<file path="src/rtl/position_arbiter.sv">
`default_nettype none
// ============================================================================
// Module   : position_arbiter
// Brief    : Debounces five hand/seat position buttons and grants one of them
//            with a sticky, lowest-index-first rule. It tracks how long the
//            granted position has been held and raises an alert (optionally
//            with a buzzer) once the dwell time reaches its limit.
// Config   : POSITION_ARBITER_BUZZER_EN - when defined, builds the buzzer
//            toggle logic. When undefined, buzzer is tied to 0.
// Revision : 1.0 - initial release
// ============================================================================
module position_arbiter #(
    parameter int DEBOUNCE_CYCLES = 16,
    parameter int TICK_DIV        = 50000,
    parameter int DWELL_LIMIT     = 1000
) (
    input  logic       clk,
    input  logic       reset,
    input  logic       drops_button,
    input  logic       hoods_button,
    input  logic       tops_button,
    input  logic       bar_button,
    input  logic       seat_button,
    output logic [4:0] BOARD_LEDs,
    output logic       pos_change,
    output logic       alert,
    output logic       buzzer
);

    localparam int NUM_POS = 5;
    localparam int DB_W    = (DEBOUNCE_CYCLES > 1) ? $clog2(DEBOUNCE_CYCLES + 1) : 1;
    localparam int PS_W    = (TICK_DIV > 1) ? $clog2(TICK_DIV) : 1;
    localparam int DW_W    = $clog2(DWELL_LIMIT + 1);

    localparam logic [1:0] ST_IDLE  = 2'd0;
    localparam logic [1:0] ST_HOLD  = 2'd1;
    localparam logic [1:0] ST_ALERT = 2'd2;

    // ------------------------------------------------------------------------
    // Input synchronisation
    // ------------------------------------------------------------------------
    logic [NUM_POS-1:0] btn_raw_w;
    logic [NUM_POS-1:0] sync1_q;
    logic [NUM_POS-1:0] sync2_q;

    assign btn_raw_w = {seat_button, bar_button, tops_button, hoods_button, drops_button};

    // Two-flop synchroniser on every raw button before any other use
    always_ff @(posedge clk) begin
        if (reset) begin
            sync1_q <= '0;
            sync2_q <= '0;
        end else begin
            sync1_q <= btn_raw_w;
            sync2_q <= sync1_q;
        end
    end

    // ------------------------------------------------------------------------
    // Per-button debounce: a level is accepted only after DEBOUNCE_CYCLES
    // consecutive differing samples; any agreeing sample restarts the count.
    // ------------------------------------------------------------------------
    logic [NUM_POS-1:0] level_w;

    for (genvar gi = 0; gi < NUM_POS; gi++) begin : g_debounce
        logic [DB_W-1:0] cnt_q;
        logic [DB_W-1:0] cnt_d;
        logic            lvl_q;
        logic            lvl_d;

        // Next debounce count and level for this button
        always_comb begin
            cnt_d = cnt_q;
            lvl_d = lvl_q;
            if (sync2_q[gi] == lvl_q) begin
                cnt_d = '0;
            end else if (cnt_q == DB_W'(DEBOUNCE_CYCLES - 1)) begin
                lvl_d = sync2_q[gi];
                cnt_d = '0;
            end else begin
                cnt_d = cnt_q + 1'b1;
            end
        end

        // Debounce state register
        always_ff @(posedge clk) begin
            if (reset) begin
                cnt_q <= '0;
                lvl_q <= 1'b0;
            end else begin
                cnt_q <= cnt_d;
                lvl_q <= lvl_d;
            end
        end

        assign level_w[gi] = lvl_q;
    end

    // ------------------------------------------------------------------------
    // Grant selection: keep the current holder while it stays pressed,
    // otherwise pick the lowest-index pressed button (isolate lowest set bit).
    // ------------------------------------------------------------------------
    logic [NUM_POS-1:0] grant_q;
    logic [NUM_POS-1:0] grant_d;
    logic               pos_change_q;
    logic               grant_none_w;
    logic               grant_chg_w;

    // Sticky / lowest-index grant decision
    always_comb begin
        if ((grant_q & level_w) != '0) begin
            grant_d = grant_q;
        end else begin
            grant_d = level_w & (~level_w + NUM_POS'(1));
        end
    end

    assign grant_none_w = (grant_d == '0);
    assign grant_chg_w  = (grant_d != grant_q);

    // Registered grant and change pulse
    always_ff @(posedge clk) begin
        if (reset) begin
            grant_q      <= '0;
            pos_change_q <= 1'b0;
        end else begin
            grant_q      <= grant_d;
            pos_change_q <= grant_chg_w;
        end
    end

    assign BOARD_LEDs = grant_q;
    assign pos_change = pos_change_q;

    // ------------------------------------------------------------------------
    // Free-running dwell tick prescaler
    // ------------------------------------------------------------------------
    logic [PS_W-1:0] ps_q;
    logic [PS_W-1:0] ps_d;
    logic            tick_w;

    assign tick_w = (ps_q == PS_W'(TICK_DIV - 1));
    assign ps_d   = tick_w ? '0 : ps_q + 1'b1;

    // Prescaler counter, cleared only by reset
    always_ff @(posedge clk) begin
        if (reset) begin
            ps_q <= '0;
        end else begin
            ps_q <= ps_d;
        end
    end

    // ------------------------------------------------------------------------
    // Dwell FSM
    // ------------------------------------------------------------------------
    logic [1:0]      state_q;
    logic [1:0]      state_d;
    logic [DW_W-1:0] dwell_q;
    logic [DW_W-1:0] dwell_d;

    // State and dwell counter registers
    always_ff @(posedge clk) begin
        if (reset) begin
            state_q <= ST_IDLE;
            dwell_q <= '0;
        end else begin
            state_q <= state_d;
            dwell_q <= dwell_d;
        end
    end

    // Next state: a grant loss or change always clears dwell, even on a tick
    always_comb begin
        state_d = state_q;
        dwell_d = dwell_q;
        case (state_q)
            ST_IDLE: begin
                if (!grant_none_w) begin
                    state_d = ST_HOLD;
                    dwell_d = '0;
                end
            end
            ST_HOLD, ST_ALERT: begin
                if (grant_none_w) begin
                    state_d = ST_IDLE;
                    dwell_d = '0;
                end else if (grant_chg_w) begin
                    state_d = ST_HOLD;
                    dwell_d = '0;
                end else if (tick_w && (dwell_q != DW_W'(DWELL_LIMIT))) begin
                    dwell_d = dwell_q + 1'b1;
                    if (dwell_q == DW_W'(DWELL_LIMIT - 1)) begin
                        state_d = ST_ALERT;
                    end
                end
            end
            default: begin
                state_d = ST_IDLE;
                dwell_d = '0;
            end
        endcase
    end

    // FSM outputs
    always_comb begin
        alert = (state_q == ST_ALERT);
    end

`ifdef POSITION_ARBITER_BUZZER_EN
    logic buzz_q;

    // Buzzer: set on ALERT entry, toggled on each later tick, cleared outside
    always_ff @(posedge clk) begin
        if (reset) begin
            buzz_q <= 1'b0;
        end else if (state_d != ST_ALERT) begin
            buzz_q <= 1'b0;
        end else if (state_q != ST_ALERT) begin
            buzz_q <= 1'b1;
        end else if (tick_w) begin
            buzz_q <= ~buzz_q;
        end
    end

    assign buzzer = buzz_q;
`else
    assign buzzer = 1'b0;
`endif

endmodule
`default_nettype wire

</file>
<file path="config.mk">
export PLATFORM = sky130hd
export DESIGN_NAME = position_arbiter
export DESIGN_NICKNAME = d
export VERILOG_FILES = /design/src/rtl/position_arbiter.sv
export SDC_FILE = /design/constraint.sdc
export NUM_CORES = 1
export LEC_CHECK = 0
export CORE_MARGIN = 4
export CORE_UTILIZATION = 54
export DETAILED_ROUTE_END_ITERATION = 10
export PLACE_DENSITY = 0.75
export SLEW_MARGIN = 20
export SYNTH_ARGS = -nofsm -noshare
export SYNTH_HDL_FRONTEND = slang
export SYNTH_SLANG_ARGS = --single-unit
</file>
<file path="constraint.sdc">
create_clock -name clk -period 2.6 [get_ports clk]
set_input_delay 0.39 -clock clk [delete_from_list [all_inputs] [get_ports clk]]
set_output_delay 0.39 -clock clk [all_outputs]
set_load 0.02 [all_outputs]
</file>
# [Word level (Yosys, flattened, before mapping)]
# Index checks and enable logic that the tools add are counted.
[classes] n_addsub=8 n_mul=0 div=0 magnitude_cmp=0 eq_ne=19 n_shift=0 muxes=12 bitwise_logic=8 n_reduce_logical=18
[op_table] op="$mux 10" n=4
[op_table] op="$add 5x1->5 const B" n=6
[op_table] op="$eq 5x4->1 const B" n=5
[op_table] op="$pmux 10 s2" n=1
[op_table] op="$add 16x1->16 const B" n=1
[op_table] op="$eq 16x16->1 const B" n=1
[op_table] op="$reduce_or 3->1" n=5
[op_table] op="$reduce_and 2->1" n=6
[op_table] op="$add 10x1->10 const B" n=1
[op_table] op="$and 5x5->5" n=2
[op_table] op="$eq 10x10->1 const B" n=1
[op_table] op="$mux 2" n=5
[op_table] op="$ne 10x10->1 const B" n=1
[op_table] op="$ne 4x4->1 const B" n=2
[op_table] op="$eq 1x1->1" n=5
[op_table] op="$logic_not 5->1" n=1
[op_table] op="$mux 5" n=1
[op_table] op="$ne 5x5->1" n=1
[op_table] op="$not 1->1" n=5
[op_table] op="$not 5->5" n=1
[op_table] op="$reduce_bool 5->1" n=1
[op_table] op="$pmux 2 s2" n=1
[op_table] op="$reduce_or 2->1" n=2
[op_table] op="$reduce_and 3->1" n=1
[op_table] op="5 further kinds" n=5
[word_totals] reg_bits=74 latch_bits=0 ramBits=0 mem_bits_ro=0 inputBits=7 out_inout_bits=8 elab_cells=82 n_memories=0

# [Longest topological paths before layout]
# Gate-level depths: netlist (run 1).
[logic_depth] depth_word=8 ltp_mapped=10 depth_no_buf=7

# [Least setup slack after synthesis (run 1)]
# No wires, ideal clock.
[synth_timing] path_type="register to register" startpoint="register grant_q[2], in the netlist BOARD_LEDs[2]" endpoint="register state_q[1]" setup_ns=0.087 arrival_time_ns=2.466 required_ns=2.513 setup_slack_ns=0.047 stages_incl_launch_ff=10 path_buffers=2 synth_period_minus_slack_ns=2.553 cell_sequence="dfxtp_1 > a22o_4 > or3_1 > buf_6 > a221oi_2 > a221oi_4 > a21o_1 > buf_6 > or3_1 > o31ai_1"
[synth_via] elab_chain_len=7
[synth_rtl] element="start, declared" line="103" source="logic [NUM_POS-1:0] grant_q;"
[synth_rtl] element="start signal, assigned" line="127" source="grant_q <= grant_d;"
[synth_rtl] element="$and 5x5->5" line="111" source="if ((grant_q & level_w) != '0) begin"
[synth_rtl] element="$reduce_bool 5->1" line="111"
[synth_rtl] element="$mux 5" line="111"
[synth_rtl] element="$ne 5x5->1" line="119" source="assign grant_chg_w = (grant_d != grant_q);"
[synth_rtl] element="$mux 2" line="188" source="end else if (grant_chg_w) begin"
[synth_rtl] element="$mux 2" line="185" source="if (grant_none_w) begin"
[synth_rtl] element="$pmux 2 s2" line="177" source="case (state_q)"
[synth_rtl] element="end signal, assigned" line="168" source="state_q <= state_d;"
[synth_rtl] element="end, declared" line="157" source="logic [1:0] state_q;"
# Several ways; a longest one is shown, not always the timed one.
# A chain may end at the register's enable or synchronous reset.

# [Worst setup path after layout (run 1)]
[layout_timing] startpoint="register grant_q[3], in the netlist BOARD_LEDs[3]" endpoint="register dwell_q[9]"
[layout_via] elab_chain_len=7
[layout_rtl] element="$and 5x5->5" line="111"
[layout_rtl] element="$reduce_bool 5->1" line="111"
[layout_rtl] element="$mux 5" line="111"
[layout_rtl] element="$ne 5x5->1" line="119"
[layout_rtl] element="$mux 10" line="188"
[layout_rtl] element="$mux 10" line="185"
[layout_rtl] element="$pmux 10 s2" line="177"
[layout_rtl] element="end signal, assigned" line="169" source="dwell_q <= dwell_d;"
[layout_rtl] element="end, declared" line="159" source="logic [DW_W-1:0] dwell_q;"
# Several ways; a longest one is shown, not always the timed one.

==> results of run 1 <==
cells in the mapped netlist (2+ instances only):
library cell / count
nand3_1: 12
nand2b_1: 2
ha_1: 16
a21oi_1: 14
dfxtp_1: 74
buf_6: 3
a211o_1: 2
or4_1: 4
nor2_1: 62
nand3b_1: 2
o21ai_1: 5
or3_1: 15
xor2_1: 13
nor3_1: 2
and2_1: 2
mux2i_1: 6
and3_1: 10
clkbuf_1: 8
nand4_1: 4
o211ai_1: 2
xnor2_1: 19
nor4b_1: 2
nor2b_1: 10
o31ai_1: 7
nand2_1: 14
or2_2: 3
inv_1: 19
worst max-delay path, stage by stage, from the launching register on:
cell and delay [ps]:
dfxtp_1 360, a22o_1 270, or3_4 440, a221oi_4 360
a221oi_4 120, a21o_4 290, or4_1 400, a21oi_1 150
metrics by stage:
stage / instance area (sq um) / std cells / utilization / setup slack [ps]
after global routing: 3760 / 458 / 0.666 / 5.83
after global placement: 3510 / 442 / 0.623 / 140
final: 3760 / 458 / 0.666 / 147
after floorplan: 3240 / 352 / - / 47.0
after detailed placement: 3510 / 442 / 0.623 / 76.4
after CTS: 3730 / 458 / 0.661 / 57.8
layer usage:
| layer | vias up | wire [um] |
|---|---|---|
| met5 | - | 0 |
| met3 | 10 | 223 |
| met4 | 0 | 121 |
| met1 | 1074 | 2720 |
| li1 | 1255 | - |
| met2 | 37 | 2370 |
timing repair:
item / 4_1_cts / 5_1_grt
hold buffers: 0 / 0
resized for setup: 0 / 5
endpoints found under the hold margin: 0 / 0
setup endpoints to repair: 0 / 9
sequential cells by signal, summed over array words and instances, names as in the netlist, 2 cells and up:
signal            count
BOARD_LEDs            5
dwell_q              10
g_debounce.cnt_q     25
g_debounce.lvl_q      5
ps_q                 16
state_q               2
sync1_q               5
sync2_q               5
area by class of cell:
type,count,area [sq um],share of cell area
repair buffers,30,258,0.0686
well taps,72,90.1,0.0240
clock inverters,5,77.6,0.0206
inverters,19,71.3,0.0190
clock buffers,11,141,0.0376
flip-flops and latches,74,1480,0.394
multi-input cells,247,1640,0.436
power breakdown:
group / switching [mW] / leakage, nW / internal [mW]
clock: 0.410 / 0.109 / 0.563
sequential: 0.00997 / 0.599 / 1.15
combinational: 0.0722 / 0.712 / 0.0545
final timing paths:
kind | start | endpoint | slack (ps) | cells after the start
worst min register to register | sync1_q[3] | sync2_q[3] | 440 | 1
worst max register to register | BOARD_LEDs[3] | dwell_q[9] | 150 | 7
worst min-delay path | sync1_q[3] | sync2_q[3] | 440 | 1
worst max-delay path | BOARD_LEDs[3] | dwell_q[9] | 150 | 7
cell families (layout without fill, tap and decap cells):
family	after synthesis	in the layout	share of synthesized area
AND/OR/NAND/NOR	150	150	0.234
buffers and inverters	31	65	0.0441
XOR/XNOR	32	32	0.0866
other	1	1	0.00116
flip-flops	74	74	0.458
AO/OA/AOI/OAI	42	42	0.0955
multiplexers	6	6	0.0186
adder cells (fa/ha/maj)	16	16	0.0619
==> flow_summary.toml, run 1 <==
[global_routing]
overflow = 0
grt_first_pass_wirelength_mm = 9.60
met1_usage = 0.211
grt_usage = 0.166
met2_usage = 0.251
grt_start_max_net_pins = 19
antenna_found_initial = 0
first_global_vias = 2203
grt_util_met3 = 0.0553
gr-max-usage-layer = "met2"

[synthesis]
synth-seq-cells = 74
synth.avg_cell_area_sq_um = 9.19
yosysTopAreaCellShare = 0.458
synth_edf_count = 0
ys_seq_area_frac = 0.458
synthCells = 352
synth-main-ff-cell = "dfxtp_1"
async_flop_share = 0
synth_nets = 375
synth.distinct_cells = 47
yosysWarnings = 0
synth_area_sq_mm = 0.00324
synth_top_area_cell = "dfxtp_1"
synth_area_leaders = "dfxtp_1 46%, nor2_1 7.2%, ha_1 6.2%"

[floorplan]
die_w_um = 85.4
coreArea_sq_mm = 0.00564
pin_count = 15
dieArea_sq_mm = 0.00729
fp.dieH_um = 85.4
rows = 27
initial_core_util = 0.574

[route]
drt_first_pass_iters = 4
viasPerCell = 5.19
num_vias = 2376
routedWlPerCell_um = 11.9
drt_wl_total_mm = 5.44
initialDrtViolationCount = 83
drc_errors = 0
drtAntennaViolNets = 0

[clock_network]
clock_sinks = 74
clk_latency_ps = 350
cts_tree = "done"
cts-htree-levels = 3
clkSlewWorstSetupHoldPaths_ps = 70
clock-root-buffer = "clkbuf_8"
clock_path_buffers = 2
cts-buffers-inserted = 9
post_cts_buffers = 0

[sta]
rsz0062_at_grt = "no"
tightest_slew_ps = 656
fmax_mhz = 408
final_hold_viol_count = 0
skew_ps = 8.65
drv_slew = 0
fin_hold_ws_ps = 441
final.setup.tns_ps = 0
post-route-min-period_ps = 2450
max_slew_margin = 0.561
setup_viol = 0
period_share = 0.943

[cells_and_area]
layout.nets = 404
area_growth_pct = 16.2
final_common_cell = "dfxtp_1"
fillers = 459
mostFrequentLayoutCells = "74 x dfxtp_1, 62 x nor2_1, 19 x inv_1, 19 x xnor2_1, 17 x buf_4"
num_antenna_cells = 0
layout-drive-gt1-share = 0.109

[critical_path]
worst_setup_path_end_kind = "flop"
worstPathArrival_ps = 2730
path_class = "flop to flop"
crit_required_ps = 2880
critPathLaunchType = "flop"
critPathMaxFanout = 15

[pwr]
power_density_mw_per_mm2 = 601
leakagePower_nw = 1.42
vdd_drop_max_uv = 574
power.total_mw = 2.26

[worst_hold_path]
holdCritPathClass = "flop to flop"

[placement]
place.gp.congestion = 0.794
hpwlAfterDp_mm = 3.77
io_buffers = 13

[flow_run]
drv_cap = 0

[status]
outcome = "complete, no violations"
Note: power is estimated with default switching activity, not from simulation.
==> inputs of run 2 (changes only) <==
--- a/config.mk
+++ b/config.mk
@@ -8,6 +8,7 @@
 export CORE_MARGIN = 4
 export CORE_UTILIZATION = 54
 export DETAILED_ROUTE_END_ITERATION = 10
+export GPL_ROUTABILITY_DRIVEN = 0
 export PLACE_DENSITY = 0.75
 export SLEW_MARGIN = 20
 export SYNTH_ARGS = -nofsm -noshare
==> results of run 2 <==
Same layout as run 1: the final DEF is identical, and so are final timing and power.
==> inputs of run 3 (changes only) <==
--- a/config.mk
+++ b/config.mk
@@ -5,10 +5,10 @@
 export SDC_FILE = /design/constraint.sdc
 export NUM_CORES = 1
 export LEC_CHECK = 0
+export ABC_AREA = 1
 export CORE_MARGIN = 4
 export CORE_UTILIZATION = 54
 export DETAILED_ROUTE_END_ITERATION = 10
-export GPL_ROUTABILITY_DRIVEN = 0
 export PLACE_DENSITY = 0.75
 export SLEW_MARGIN = 20
 export SYNTH_ARGS = -nofsm -noshare
==> run 3 against run 2 <==
Compared with the run above: via count is 13% higher; first-iteration DRC count up 9.6%; sequential share of layout area down 0.052 points; global-route usage increased by 0.87 points; worst setup slack better by 550 ps; die area grew 3.3%; clock skew decreased by 3.6 ps; critical endpoint is now alert; largest power group unchanged.
==> flow_summary.toml, run 3 <==
[status]
outcome = "complete, no violations"

[critical_path]
r2r-start = "ps_q[0]"
worstPathArrival_ps = 1510
startpoint = "state_q[0]"
r2r_end = "ps_q[14]"
path_class = "flop to output pin"
critPathMaxFanout = 3
cp-endpoint = "alert"
worst_setup_path_end_kind = "output pin"
critPathLaunchType = "flop"
rr_worst_depth = 12
r2r_slack_ps = 770
crit_required_ps = 2210

[pwr]
pwr-share-seq = 0.533
net-switching-power_mw = 0.459
p_sw_frac = 0.212
internal_power_mw = 1.70
vdd_drop_max_uv = 373
power_density_mw_per_mm2 = 574
leakagePower_nw = 1.49
pwr-share-clk = 0.445
p_comb_frac = 0.022

[route]
initialDrtViolationCount = 91
routedWlPerCell_um = 10.4
drt_first_pass_iters = 5
viasPerCell = 4.91
drc_errors = 0
drtAntennaViolNets = 0
drt_wl_total_mm = 5.65
num_vias = 2676

[clock_network]
cts-buffers-inserted = 9
cts_tree = "done"
clock_path_buffers = 2
post_cts_buffers = 0
clock_sinks = 74
clk_latency_ps = 340
cts-resized-gates = 0
clock-root-buffer = "clkbuf_8"
cts-htree-levels = 3
clkSlewWorstSetupHoldPaths_ps = 80
cts_hold_buf = 0

[synthesis]
yosysTopAreaCellShare = 0.442
yosys.area_share.adder = 0.0597
post-synth-top-count-cell = "inv_1"
synth-main-ff-cell = "dfxtp_1"
synth_nets = 469
muxShareOfSynthArea = 0
synth_area_sq_mm = 0.00335
yosys.area_share.simple = 0.287
synth_top_family_by_area = "simple AND/OR/NAND/NOR gates"
yosysWarnings = 0
ys_seq_area_frac = 0.442
synth_common_cells = "77 x inv_1, 74 x dfxtp_1, 72 x nand2_1"
synth_area_leaders = "dfxtp_1 44%, inv_1 8.6%, nand2_1 8.1%"
synth-seq-cells = 74
synthCells = 446
synth.avg_cell_area_sq_um = 7.52
synth.distinct_cells = 34
synthXorXnorAreaFrac = 0.0131
synth_edf_count = 0
synth_top_area_cell = "dfxtp_1"
async_flop_share = 0
synth_compound_area_frac = 0.0922

[cells_and_area]
mostFrequentLayoutCells = "77 x inv_1, 74 x dfxtp_1, 72 x nand2_1"
area_growth_pct = 12.3
top_register = "g_debounce.cnt_q"
largest_registers = "g_debounce.cnt_q (25), ps_q (16), dwell_q (10)"
stdcell_count = 545
largest_reg_flops = 25
num_antenna_cells = 0
layout-drive-gt1-share = 0.0894
final_common_cell = "inv_1"
layout.nets = 488

[global_routing]
grt_first_pass_wirelength_mm = 10.6
overflow = 0
first_global_vias = 2523
antenna_found_initial = 0
gr-max-usage-layer = "met2"
grt_start_max_net_pins = 18
grt_util_met3 = 0.0542
met1_usage = 0.215
met2_usage = 0.285
grt_usage = 0.174

[placement]
place_ws_ps = 729
hpwlAfterDp_mm = 4.15
dp.cells = 529
io_buffers = 13
place.gp.congestion = 0.831

[sta]
post-route-min-period_ps = 1900
final.setup.tns_ps = 0
drv_slew = 0
max_slew_margin = 0.652
tightest_slew_ps = 521
final_hold_viol_count = 0
fin_hold_ws_ps = 405
fin_ws_ps = 696
rsz0062_at_grt = "no"
fmax_mhz = 525
setup_viol = 0
period_share = 0.732
skew_ps = 5.08

[flow_run]
drv_cap = 0

[floorplan]
rows = 28
initial_core_util = 0.560
dieArea_sq_mm = 0.00753
pin_count = 15
die_w_um = 86.8
fp.dieH_um = 86.8
coreArea_sq_mm = 0.00599

[worst_hold_path]
hold_depth = 2
holdCritPathClass = "flop to flop"
-- run 3: cell count changes in the layout (fill, tap and decap cells not counted), sizes merged, moves of 15 or more --
cell / before / now
a21oi: 14 / 32
buf: 17 / 2
inv: 19 / 81
nand2: 14 / 83
nand3: 12 / 27
or3: 15 / 0
xnor2: 19 / 1
-- run 3: logic make-up after synthesis --
logic type | after synthesis
compound gates | 56
xor+xnor | 5
fa+ha+maj | 16
other cells | 1
buf+inv | 88
simple gates | 206
flops | 74
-- run 3: how the worst min path moves through the flow --
stage / from / to / slack [ps]
detailed placement: sync1_q[1] / sync2_q[1] / 400
global placement: sync1_q[3] / sync2_q[3] / 390
global route: sync1_q[1] / sync2_q[1] / 430
floorplan: sync1_q[0] / sync2_q[0] / 390
finish: sync1_q[1] / sync2_q[1] / 400
CTS: sync1_q[1] / sync2_q[1] / 400
-- run 3: power by group through the flow --
stage / combinational (mW) / sequential, mW / clock [mW]
final: 0.0465 / 1.15 / 0.962
after global routing: 0.0545 / 1.15 / 1.03
after CTS: 0.0474 / 1.15 / 0.991
after detailed placement: 0.0473 / 1.18 / 0
after global placement: 0.0463 / 1.18 / 0
after floorplan: 0.0309 / 1.18 / 0
-- run 3: critical path: stages, from the launching register on --
cell             delay (ps)
dfxtp_1                 320
inv_1                    90
ha_1                    150
clkdlybuf4s50_1         620
-- run 3: area by class of cell --
class	instances	area, sq um
clock buffers	9	124
clock inverters	7	93.8
fillers	547	2230
inverters	81	307
multi-input cells	284	1520
flip-flops and latches	74	1480
well taps	75	93.8
repair buffers	15	145
-- run 3: metrics by stage --
| step | total power, mW | utilization | area [sq um] |
|---|---|---|---|
| 2_1_floorplan | 1.21 | - | 3350 |
| 3_3_place_gp | 1.23 | 0.592 | 3550 |
| 3_5_place_dp | 1.23 | 0.592 | 3550 |
| 4_1_cts | 2.19 | 0.628 | 3760 |
| 5_1_grt | 2.24 | 0.628 | 3760 |
| 6_report | 2.16 | 0.628 | 3760 |
-- run 3: per-layer routing --
| layer | up-vias | share of wire | routed length [um] |
|---|---|---|---|
| li1 | 1435 | - | - |
| met1 | 1200 | 0.49 | 2740 |
| met2 | 34 | 0.46 | 2590 |
| met3 | 7 | 0.040 | 227 |
| met4 | 0 | 0.015 | 87 |
| met5 | - | 0 | 0 |
